==> config.mk <==
export PLATFORM = sky130hd
export DESIGN_NAME = avalon_master_arbiter
export DESIGN_NICKNAME = d
export VERILOG_FILES = /design/src/rtl/gdu_pkg.sv /design/src/rtl/avalon_master_arbiter.sv
export SDC_FILE = /design/constraint.sdc
export NUM_CORES = 1
export LEC_CHECK = 0
export CORE_AREA = 2 2 129 131
export DETAILED_ROUTE_END_ITERATION = 12
export DIE_AREA = 0 0 131 133
export GPL_ROUTABILITY_DRIVEN = 0
export PLACE_DENSITY_LB_ADDON = 0.2
export SYNTH_ARGS = -nofsm -noshare
export SYNTH_HDL_FRONTEND = slang
export SYNTH_SLANG_ARGS = --single-unit
==> constraint.sdc <==
create_clock -name clk -period 2.5 [get_ports clk]
set_input_delay 0.25 -clock clk [delete_from_list [all_inputs] [get_ports clk]]
set_output_delay 0.25 -clock clk [all_outputs]
set_load 0.02 [all_outputs]
==> src/rtl/gdu_pkg.sv <==
// Shared types and constants for the graphics display unit memory path.
package gdu_pkg;

    typedef enum logic [1:0] {
        StIdle,
        StCmd,
        StRdData,
        StWrBurst
    } arb_state_t;

    localparam int unsigned MAX_BURST = 8;
    localparam logic        DISPLAY   = 1'b0;
    localparam logic        BLITTER   = 1'b1;

    // A burstcount of zero is treated as a single beat.
    function automatic logic [3:0] eff_burst(input logic [3:0] bc);
        return (bc == 4'd0) ? 4'd1 : bc;
    endfunction

endpackage

==> src/rtl/avalon_master_arbiter.sv <==
// Two-port Avalon-MM arbiter: display fetcher has priority, blitter is protected from starvation
// by a consecutive-grant limit. One transaction at a time, IDLE bubble between grants.
module avalon_master_arbiter
    import gdu_pkg::*;
#(
    parameter int unsigned MAX_CONSEC = 4,
    parameter int unsigned ADDR_W     = 32
) (
    input  logic              clk,
    input  logic              reset,

    input  logic [ADDR_W-1:0] m0_address,
    input  logic [3:0]        m0_burstcount,
    input  logic [3:0]        m0_byteenable,
    input  logic              m0_read,
    input  logic              m0_write,
    input  logic [31:0]       m0_writedata,
    output logic [31:0]       m0_readdata,
    output logic              m0_readdatavalid,
    output logic              m0_waitrequest,

    input  logic [ADDR_W-1:0] m1_address,
    input  logic [3:0]        m1_burstcount,
    input  logic [3:0]        m1_byteenable,
    input  logic              m1_read,
    input  logic              m1_write,
    input  logic [31:0]       m1_writedata,
    output logic [31:0]       m1_readdata,
    output logic              m1_readdatavalid,
    output logic              m1_waitrequest,

    output logic [ADDR_W-1:0] s_address,
    output logic [3:0]        s_burstcount,
    output logic [3:0]        s_byteenable,
    output logic              s_read,
    output logic              s_write,
    output logic [31:0]       s_writedata,
    input  logic [31:0]       s_readdata,
    input  logic              s_readdatavalid,
    input  logic              s_waitrequest,
    input  logic [1:0]        s_response,
    input  logic              s_writeresponsevalid
);

    localparam int unsigned CW     = $clog2(MAX_CONSEC + 1);
    localparam int unsigned BEAT_W = $clog2(MAX_BURST) + 1;
    localparam logic [CW-1:0] MAX_C = CW'(MAX_CONSEC);

    arb_state_t        state;
    logic              grant;
    logic [CW-1:0]     consec;
    logic [BEAT_W-1:0] beats;
    logic [3:0]        burst_len;

    logic              req0, req1;
    logic              g_read, g_write, g_wait;
    logic              unused_inputs;

    assign req0          = m0_read | m0_write;
    assign req1          = m1_read | m1_write;
    assign unused_inputs = ^{s_response, s_writeresponsevalid};

    always_comb begin
        g_read       = (grant == BLITTER) ? m1_read  : m0_read;
        g_write      = (grant == BLITTER) ? m1_write : m0_write;
        s_address    = (grant == BLITTER) ? m1_address    : m0_address;
        s_byteenable = (grant == BLITTER) ? m1_byteenable : m0_byteenable;
        s_writedata  = (grant == BLITTER) ? m1_writedata  : m0_writedata;
        s_burstcount = burst_len;

        // Read wins over a simultaneous write; only CMD may issue a read.
        s_read  = (state == StCmd) & g_read;
        s_write = ((state == StCmd) & g_write & ~g_read) | ((state == StWrBurst) & g_write);
        g_wait  = ((state == StCmd) || (state == StWrBurst)) ? s_waitrequest : 1'b1;

        m0_waitrequest   = (grant == DISPLAY) ? g_wait : 1'b1;
        m1_waitrequest   = (grant == BLITTER) ? g_wait : 1'b1;
        m0_readdata      = s_readdata;
        m1_readdata      = s_readdata;
        m0_readdatavalid = (state == StRdData) & (grant == DISPLAY) & s_readdatavalid;
        m1_readdatavalid = (state == StRdData) & (grant == BLITTER) & s_readdatavalid;
    end

    always_ff @(posedge clk or posedge reset) begin
        if (reset) begin
            state     <= StIdle;
            grant     <= DISPLAY;
            consec    <= '0;
            beats     <= '0;
            burst_len <= 4'd1;
        end else begin
            if (!req1) begin
                consec <= '0;
            end
            unique case (state)
                StIdle: begin
                    if (req0 && ((consec < MAX_C) || !req1)) begin
                        grant     <= DISPLAY;
                        burst_len <= eff_burst(m0_burstcount);
                        beats     <= '0;
                        state     <= StCmd;
                        if (req1) begin
                            consec <= consec + 1'b1;
                        end
                    end else if (req1) begin
                        grant     <= BLITTER;
                        burst_len <= eff_burst(m1_burstcount);
                        beats     <= '0;
                        consec    <= '0;
                        state     <= StCmd;
                    end
                end
                StCmd: begin
                    if (g_read) begin
                        if (!s_waitrequest) begin
                            state <= StRdData;
                        end
                    end else if (g_write) begin
                        if (!s_waitrequest) begin
                            beats <= BEAT_W'(1);
                            state <= (burst_len == 4'd1) ? StIdle : StWrBurst;
                        end
                    end else begin
                        // Requester withdrew before issuing anything.
                        state <= StIdle;
                    end
                end
                StRdData: begin
                    if (s_readdatavalid) begin
                        beats <= beats + BEAT_W'(1);
                        if (beats + BEAT_W'(1) == burst_len) begin
                            state <= StIdle;
                        end
                    end
                end
                StWrBurst: begin
                    if (g_write && !s_waitrequest) begin
                        beats <= beats + BEAT_W'(1);
                        if (beats + BEAT_W'(1) == burst_len) begin
                            state <= StIdle;
                        end
                    end
                end
                default: state <= StIdle;
            endcase
        end
    end

endmodule

# Word-level counts from Yosys, hierarchy flattened
# Index checks and enable logic that the tools add are counted.
word_totals:
  in_bits: 187
  output_inout_bits: 142
  ff_bits: 14
  elab_cells: 85
op_classes:
  bitwise: 13
  muxes: 38
  n_eq_ne: 13
  n_addsub: 2
  order_cmp: 1
  n_reduce_logical: 13
ops:
  columns: ["operator", "count"]
  rows:
  - ["$mux 32", 2]
  - ["$mux 4", 12]
  - ["$mux 2", 10]
  - ["$pmux 4 s4", 1]
  - ["$mux 3", 5]
  - ["$ne 3x3->1 const B", 3]
  - ["$and 1x1->1", 8]
  - ["$logic_not 4->1", 2]
  - ["$ne 2x2->1 const B", 4]
  - ["$pmux 2 s4", 1]
  - ["$mux 1", 7]
  - ["$reduce_and 6->1", 1]
  - ["$reduce_and 5->1", 1]
  - ["$add 4x1->4 const B", 1]
  - ["$eq 2x2->1 const B", 2]
  - ["$eq 4x1->1 const B", 1]
  - ["$eq 4x4->1", 1]
  - ["$add 3x1->3 const B", 1]
  - ["$lt 3x3->1 const B", 1]
  - ["$or 1x1->1", 3]
  - ["$eq 2x1->1 const B", 1]
  - ["$logic_and 1x1->1", 2]
  - ["$logic_not 1->1", 2]
  - ["$logic_not 2->1", 1]
  - ["other kinds (5)", 7]

# Longest topological paths before layout
# Gate-level depths: netlist of the first run.
logic_depth:
  ltp_word: 6
  ltp_mapped: 5
  depth_no_buf: 5

# Worst setup path before layout of the first run
# No wires, ideal clock.
synth_path:
  path_kind: "register to output"
  startpoint: "register grant"
  endpoint: "output m0_readdatavalid"
  t_arrival_ns: 1.560
  path_stages_with_launch: 5
  required_ns: 2.250
  path_slack_ns: 0.690
  n_path_buf: 3
  cell_sequence: "dfrtp_1 buf_6 clkbuf_1 buf_2 nor4bb_1"
synth_between:
  elab_chain_cells: 3
synth_lines:
  columns: ["element", "line_no", "text"]
  rows:
  - ["from (decl)", "avalon_master_arbiter.sv:50", "logic grant;"]
  - ["from (signal assigned)", "avalon_master_arbiter.sv:87", "grant <= DISPLAY;"]
  - ["from (signal assigned)", "avalon_master_arbiter.sv:98", "grant <= DISPLAY;"]
  - ["from (signal assigned)", "avalon_master_arbiter.sv:106", "grant <= BLITTER;"]
  - ["$not 1->1", "avalon_master_arbiter.sv:80", "m0_readdatavalid = (state == StRdData) & (grant == DISPLAY) & s_readdatavalid;"]
  - ["$and 1x1->1 (2 in a row)", "avalon_master_arbiter.sv:80", null]
  - ["to (decl)", "avalon_master_arbiter.sv:19", "output logic m0_readdatavalid,"]
# Every way passes these cells.

# Worst setup path in the final report of the first run
layout_path:
  startpoint: "register grant"
  endpoint: "output s_write"
layout_between:
  elab_chain_cells: 4
  word_cells_on_any_way: 7
  classes_between: "mux: 2; bitwise: 5"
layout_lines:
  columns: ["element", "line_no", "text"]
  rows:
  - ["$mux 1, on equally long branches", "avalon_master_arbiter.sv:65, avalon_master_arbiter.sv:64", null]
  - ["$and 1x1->1 or $not 1->1 (tied branches)", "avalon_master_arbiter.sv:73", "s_write = ((state == StCmd) & g_write & ~g_read) | ((state == StWrBurst) & g_write);"]
  - ["$and 1x1->1", "avalon_master_arbiter.sv:73", null]
  - ["$or 1x1->1 *", "avalon_master_arbiter.sv:73", null]
  - ["to (decl)", "avalon_master_arbiter.sv:36", "output logic s_write,"]
# Every way passes the cells marked *; elsewhere a longest branch is shown, timed or not.

==> results of run 1 <==
==> worst max-delay path by stage <==
stage                       start               end
after global routing        grant           s_write
after floorplan             grant  m0_readdatavalid
after detailed placement  m1_read           s_write
after global placement    m1_read           s_write
final                       grant           s_write
after CTS                   grant           s_write
==> worst max-delay path: stages (launching register included) <==
cell	delay, ns
dfrtp_2	0.45
mux2i_1	0.30
nor2_1	0.07
nor3_1	0.28
clkdlybuf4s50_1	0.69
==> metal layers <==
| metal | share of wire | vias up | GRT usage |
|---|---|---|---|
| met1 | 0.39 | 1087 | 0.134 |
| met4 | 0.0076 | 0 | 0.0236 |
| li1 | - | 1142 | - |
| met3 | 0.095 | 8 | 0.0235 |
| met5 | 0 | - | 0 |
| met2 | 0.51 | 143 | 0.201 |
==> area by class of cell <==
type	count	share of cell area
multi-input cells	153	0.305
flip-flops and latches	14	0.0790
clock buffers	4	0.0199
well taps	220	0.0617
inverters	6	0.00504
repair buffers	235	0.529
==> logic make-up (layout without fill, tap and decap cells) <==
kind of cell / count (synthesis) / count (layout) / synth area share
XOR/XNOR: 5 / 5 / 0.0252
AND/OR/NAND/NOR: 46 / 46 / 0.105
AO/OA/AOI/OAI: 24 / 24 / 0.0834
buffers and inverters: 82 / 245 / 0.248
multiplexers: 76 / 76 / 0.373
flip-flops: 14 / 14 / 0.154
adder cells (fa/ha/maj): 2 / 2 / 0.0110
==> cell usage in the layout, fill, tap and decap left out, types with 2 or more instances in the layout <==
cell	n
ha_1	2
o211ai_1	2
nand3_1	7
xor2_1	2
buf_12	2
clkbuf_16	3
nor3b_1	2
clkdlybuf4s50_1	229
a31oi_1	2
mux2_2	69
o21ai_0	3
nor2_1	13
buf_4	4
a21oi_1	8
mux2i_1	6
nor4b_1	2
nor3_1	6
dfrtp_1	12
nand2_1	7
inv_1	6
xnor2_1	2
==> registers in the layout, summed over array words and instances (netlist names) <==
| register | cells |
|---|---|
| beats | 4 |
| consec | 3 |
| grant | 1 |
| s_burstcount | 4 |
| state | 2 |
==> per-stage QoR <==
step           hold WS, ns  setup WS (ns)
2_1_floorplan        0.139          0.690
3_3_place_gp         0.500          0.274
3_5_place_dp         0.500          0.290
4_1_cts              0.388          0.199
5_1_grt              0.409          0.146
6_report             0.362          0.213
==> power groups by stage <==
| stage | clock (mW) | combinational, mW | sequential [mW] |
|---|---|---|---|
| 6_report | 0.346 | 2.94 | 0.471 |
| 3_5_place_dp | 0 | 2.97 | 0.477 |
| 5_1_grt | 0.365 | 3.15 | 0.491 |
| 3_3_place_gp | 0 | 2.97 | 0.475 |
| 2_1_floorplan | 0 | 1.82 | 0.448 |
| 4_1_cts | 0.349 | 2.99 | 0.475 |
==> metrics.yaml, run 1 <==
synth:
  synth_cells: 249
  async_reset_ff_frac: 1.00
  syn_nets: 438
  synth.top_cells.by_count: "mux2_2, buf_4, dfrtp_1, nor2_1, buf_2"
  ys_types: 42
  synth_area_leaders: "mux2_2, buf_4, dfrtp_1"
  yosys_most_used_dff: "dfrtp_1"
  synth.top_cell.area_share: 0.341
  synth_area_per_cell_um2: 9.16
  synthesis.area_um2: 2280
  synth_most_common_cell: "mux2_2"
  synth_top_cell_by_area: "mux2_2"
  synth-seq-cells: 14
  synth.yosys.seq_area_share: 0.154
  synth-edff-count: 0
  yosysWarnings: 0
power_and_ir_drop:
  p_clk_frac: 0.092
  p_seq_frac: 0.125
  p_int_mw: 2.17
  p_comb_frac: 0.783
  leakagePower_nw: 1.68
  p_switching_mw: 1.59
  power_density_nw_per_um2: 842
  switching_share: 0.423
  p_total_mw: 3.76
  vdd_drop_max_v: 0.000400
detailed_routing:
  wl_per_cell_um: 16.7
  dr.first_iter.drc_count: 53
  vias_per_cell: 3.77
  wl_mm: 10.6
  drtPass1Iterations: 4
  antenna_left: 0
  num_vias: 2380
  drcViolationCount: 0
layout:
  fin_area_um2: 4460
  n_antenna_cell: 0
  final_nets: 602
  layout.cells.non_filler: 632
  post-route-util: 0.276
  area_delta_synth_final_pct: 95.7
  multi_input_area_um2: 1360
  fillers: 1696
  ff_latch_area_um2: 353
  drive_gt1_frac: 0.211
run_status:
  status: "completed"
clock_network:
  clk_pin_slew_worst_paths_ns: 0.05
  cts_tree: "yes"
  cts_buffers: 3
  clock_latency_ns: 0.25
  htree_levels: 1
  cts.repair.resized: 0
  holdBufCountCts: 0
  clk_path_buf_depth: 2
  post_cts_buffers: 0
  clkSinkCount: 14
  cts-root-buf: "clkbuf_16"
die:
  core_area_um2: 16200
  io_pins: 329
  start_util: 0.141
  row_count: 47
  dieArea_um2: 17400
  fp.dieH_um: 133
  die_w_um: 131
placed_design:
  postPlaceCellArea_um2: 4380
  placedCellCount: 628
  dpl.hpwl_mm: 8.99
  numPortBuffers: 229
setup_path:
  rr_endpoint: "beats[2]"
  timing.rr.start: "state[1]"
  reg2reg_depth: 4
  cp_max_fo: 4
  critical_path_arrival_ns: 2.04
  crit_required_ns: 2.25
  reg2reg_setup_slack_ns: 0.68
  endpoint_kind: "primary output"
  crit_type: "flop to primary output"
  start_kind: "flop"
sta:
  finalCriticalPeriod_ns: 2.29
  setup_viol: 0
  relSlewSlack: 0.615
  post-route-period-util: 0.915
  fmax_mhz: 437
  rsz0062_at_grt: "false"
  tightest_slew_ns: 0.570
  setup_tns_ns: 0
  hold_viol_final: 0
  report.final.slew_viol_count: 0
  finClkSkew_ns: 0.00856
grt:
  grt_pass1_wl_mm: 14.7
  grt_max_degree: 44
  grt_overflow_total: 0
  gr-usage-all-layers: 0.112
  grt_pass1_vias: 2458
  antenna_found_initial: 0
flow_run:
  drv_cap: 0
worst_hold_path:
  hold_path.class: "primary input to asynchronous set/reset pin"
Note: power is estimated with default switching activity, not from simulation.
==> run 2, diff against run 1 <==
--- a/config.mk
+++ b/config.mk
@@ -5,11 +5,14 @@
 export SDC_FILE = /design/constraint.sdc
 export NUM_CORES = 1
 export LEC_CHECK = 0
-export CORE_AREA = 2 2 129 131
+export CELL_PAD_IN_SITES_DETAIL_PLACEMENT = 1
+export CELL_PAD_IN_SITES_GLOBAL_PLACEMENT = 1
+export CORE_AREA = 2 2 126 128
 export DETAILED_ROUTE_END_ITERATION = 12
-export DIE_AREA = 0 0 131 133
+export DIE_AREA = 0 0 128 130
 export GPL_ROUTABILITY_DRIVEN = 0
 export PLACE_DENSITY_LB_ADDON = 0.2
 export SYNTH_ARGS = -nofsm -noshare
 export SYNTH_HDL_FRONTEND = slang
 export SYNTH_SLANG_ARGS = --single-unit
+export TNS_END_PERCENT = 10
==> metrics.yaml, run 2 (synthesis results as in run 1) <==
die:
  fp.dieH_um: 130
  start_util: 0.148
  dieArea_um2: 16600
  core_area_um2: 15400
  die_w_um: 128
  io_pins: 329
  row_count: 46
layout:
  layout_common_cells: "clkdlybuf4s50_1, mux2_2, nor2_1, dfrtp_1, a21oi_1"
  area_delta_synth_final_pct: 93.7
  final_nets: 602
  layout.cells.non_filler: 605
  final_common_cell: "clkdlybuf4s50_1"
  drive_gt1_frac: 0.211
placed_design:
  placedCellCount: 600
  numPortBuffers: 229
  dpl.hpwl_mm: 11.1
setup_path:
  crit_required_ns: 2.25
  endpoint_kind: "primary output"
  cp_max_fo: 30
  start_kind: "flop"
  critical_path_arrival_ns: 2.08
  crit_type: "flop to primary output"
clock_network:
  post_cts_buffers: 0
  holdBufCountCts: 0
  cts_tree: "yes"
  clock_latency_ns: 0.25
  cts-root-buf: "clkbuf_16"
  clkSinkCount: 14
  clk_path_buf_depth: 2
  htree_levels: 1
  cts_buffers: 3
  clk_pin_slew_worst_paths_ns: 0.05
  cts.repair.resized: 0
sta:
  fmax_mhz: 430
  setup_tns_ns: 0
  hold_viol_final: 0
  post-route-period-util: 0.931
  relSlewSlack: 0.603
  finClkSkew_ns: 0.00216
  rsz0062_at_grt: "false"
  report.final.slew_viol_count: 0
  tightest_slew_ns: 0.595
  finalCriticalPeriod_ns: 2.33
  setup_viol: 0
detailed_routing:
  wl_mm: 13.0
  vias_per_cell: 4.08
  num_vias: 2467
  wl_per_cell_um: 21.4
  drtPass1Iterations: 4
  antenna_left: 0
  drcViolationCount: 0
  dr.first_iter.drc_count: 47
power_and_ir_drop:
  leakagePower_nw: 1.68
  p_comb_frac: 0.785
  switching_share: 0.439
  p_seq_frac: 0.125
  power_density_nw_per_um2: 866
  vdd_drop_max_v: 0.000440
  p_int_mw: 2.15
  p_clk_frac: 0.090
  p_switching_mw: 1.68
grt:
  grt_pass1_vias: 2533
  grt_pass1_wl_mm: 17.3
  antenna_found_initial: 1
  grt_max_degree: 46
  gr-usage-all-layers: 0.141
  grt_overflow_total: 0
flow_run:
  drv_cap: 0
worst_hold_path:
  hold_path.class: "primary input to asynchronous set/reset pin"
run_status:
  status: "completed"
## run 2: cell count changes in the layout (fill, tap and decap cells not counted), sizes merged
cell	change
diode	+1
## run 2: layout make-up
type	count	area (um2)
Inverter	6	22.5
Sequential cell	14	353
Fill cell	1761	11000
Multi-Input combinational cell	153	1360
Clock buffer	4	88.8
Antenna cell	1	2.50
Timing Repair Buffer	235	2350
Tap cell	192	240
## run 2: path summary, 6_finish.rpt
path,to,cells past startpoint,slack (ns),startpoint
max,s_writedata[9],3,0.17,grant
max reg2reg,beats[3],5,0.62,state[1]
max in group asynchronous,grant,2,1.71,reset
min in group clk,m0_readdata[28],0,0.50,s_readdata[28]
min reg2reg,consec[1],2,0.53,consec[1]
min,consec[0],2,0.37,reset
## run 2: critical path, stage by stage, from the launching register on
cell and delay, ns:
dfrtp_2 0.43, buf_4 0.38, mux2_2 0.44, clkdlybuf4s50_1 0.56
## run 2: power groups by stage
stage / Combinational (mW) / Sequential [mW] / Clock (mW)
after floorplan: 1.82 / 0.448 / 0
after global placement: 3.02 / 0.479 / 0
after detailed placement: 3.04 / 0.481 / 0
after CTS: 3.06 / 0.479 / 0.354
after global routing: 3.19 / 0.501 / 0.366
final: 3.00 / 0.479 / 0.344
## run 2: layer usage
layer  share of wire  track usage
met1            0.43        0.184
met2            0.47        0.231
met3           0.089       0.0472
met4           0.012       0.0259
met5               0            0
## run 2: per-stage QoR
| step | total power [mW] | worst slack [ns] | hold WS [ns] | area (um2) | utilization |
|---|---|---|---|---|---|
| detailed placement | 3.52 | 0.206 | 0.500 | 4330 | 0.281 |
| CTS | 3.90 | 0.138 | 0.413 | 4420 | 0.286 |
| global placement | 3.50 | 0.168 | 0.500 | 4330 | 0.281 |
| floorplan | 2.27 | 0.690 | 0.139 | 2280 | - |
| finish | 3.83 | 0.173 | 0.371 | 4420 | 0.287 |
| global route | 4.06 | 0.0190 | 0.442 | 4420 | 0.286 |
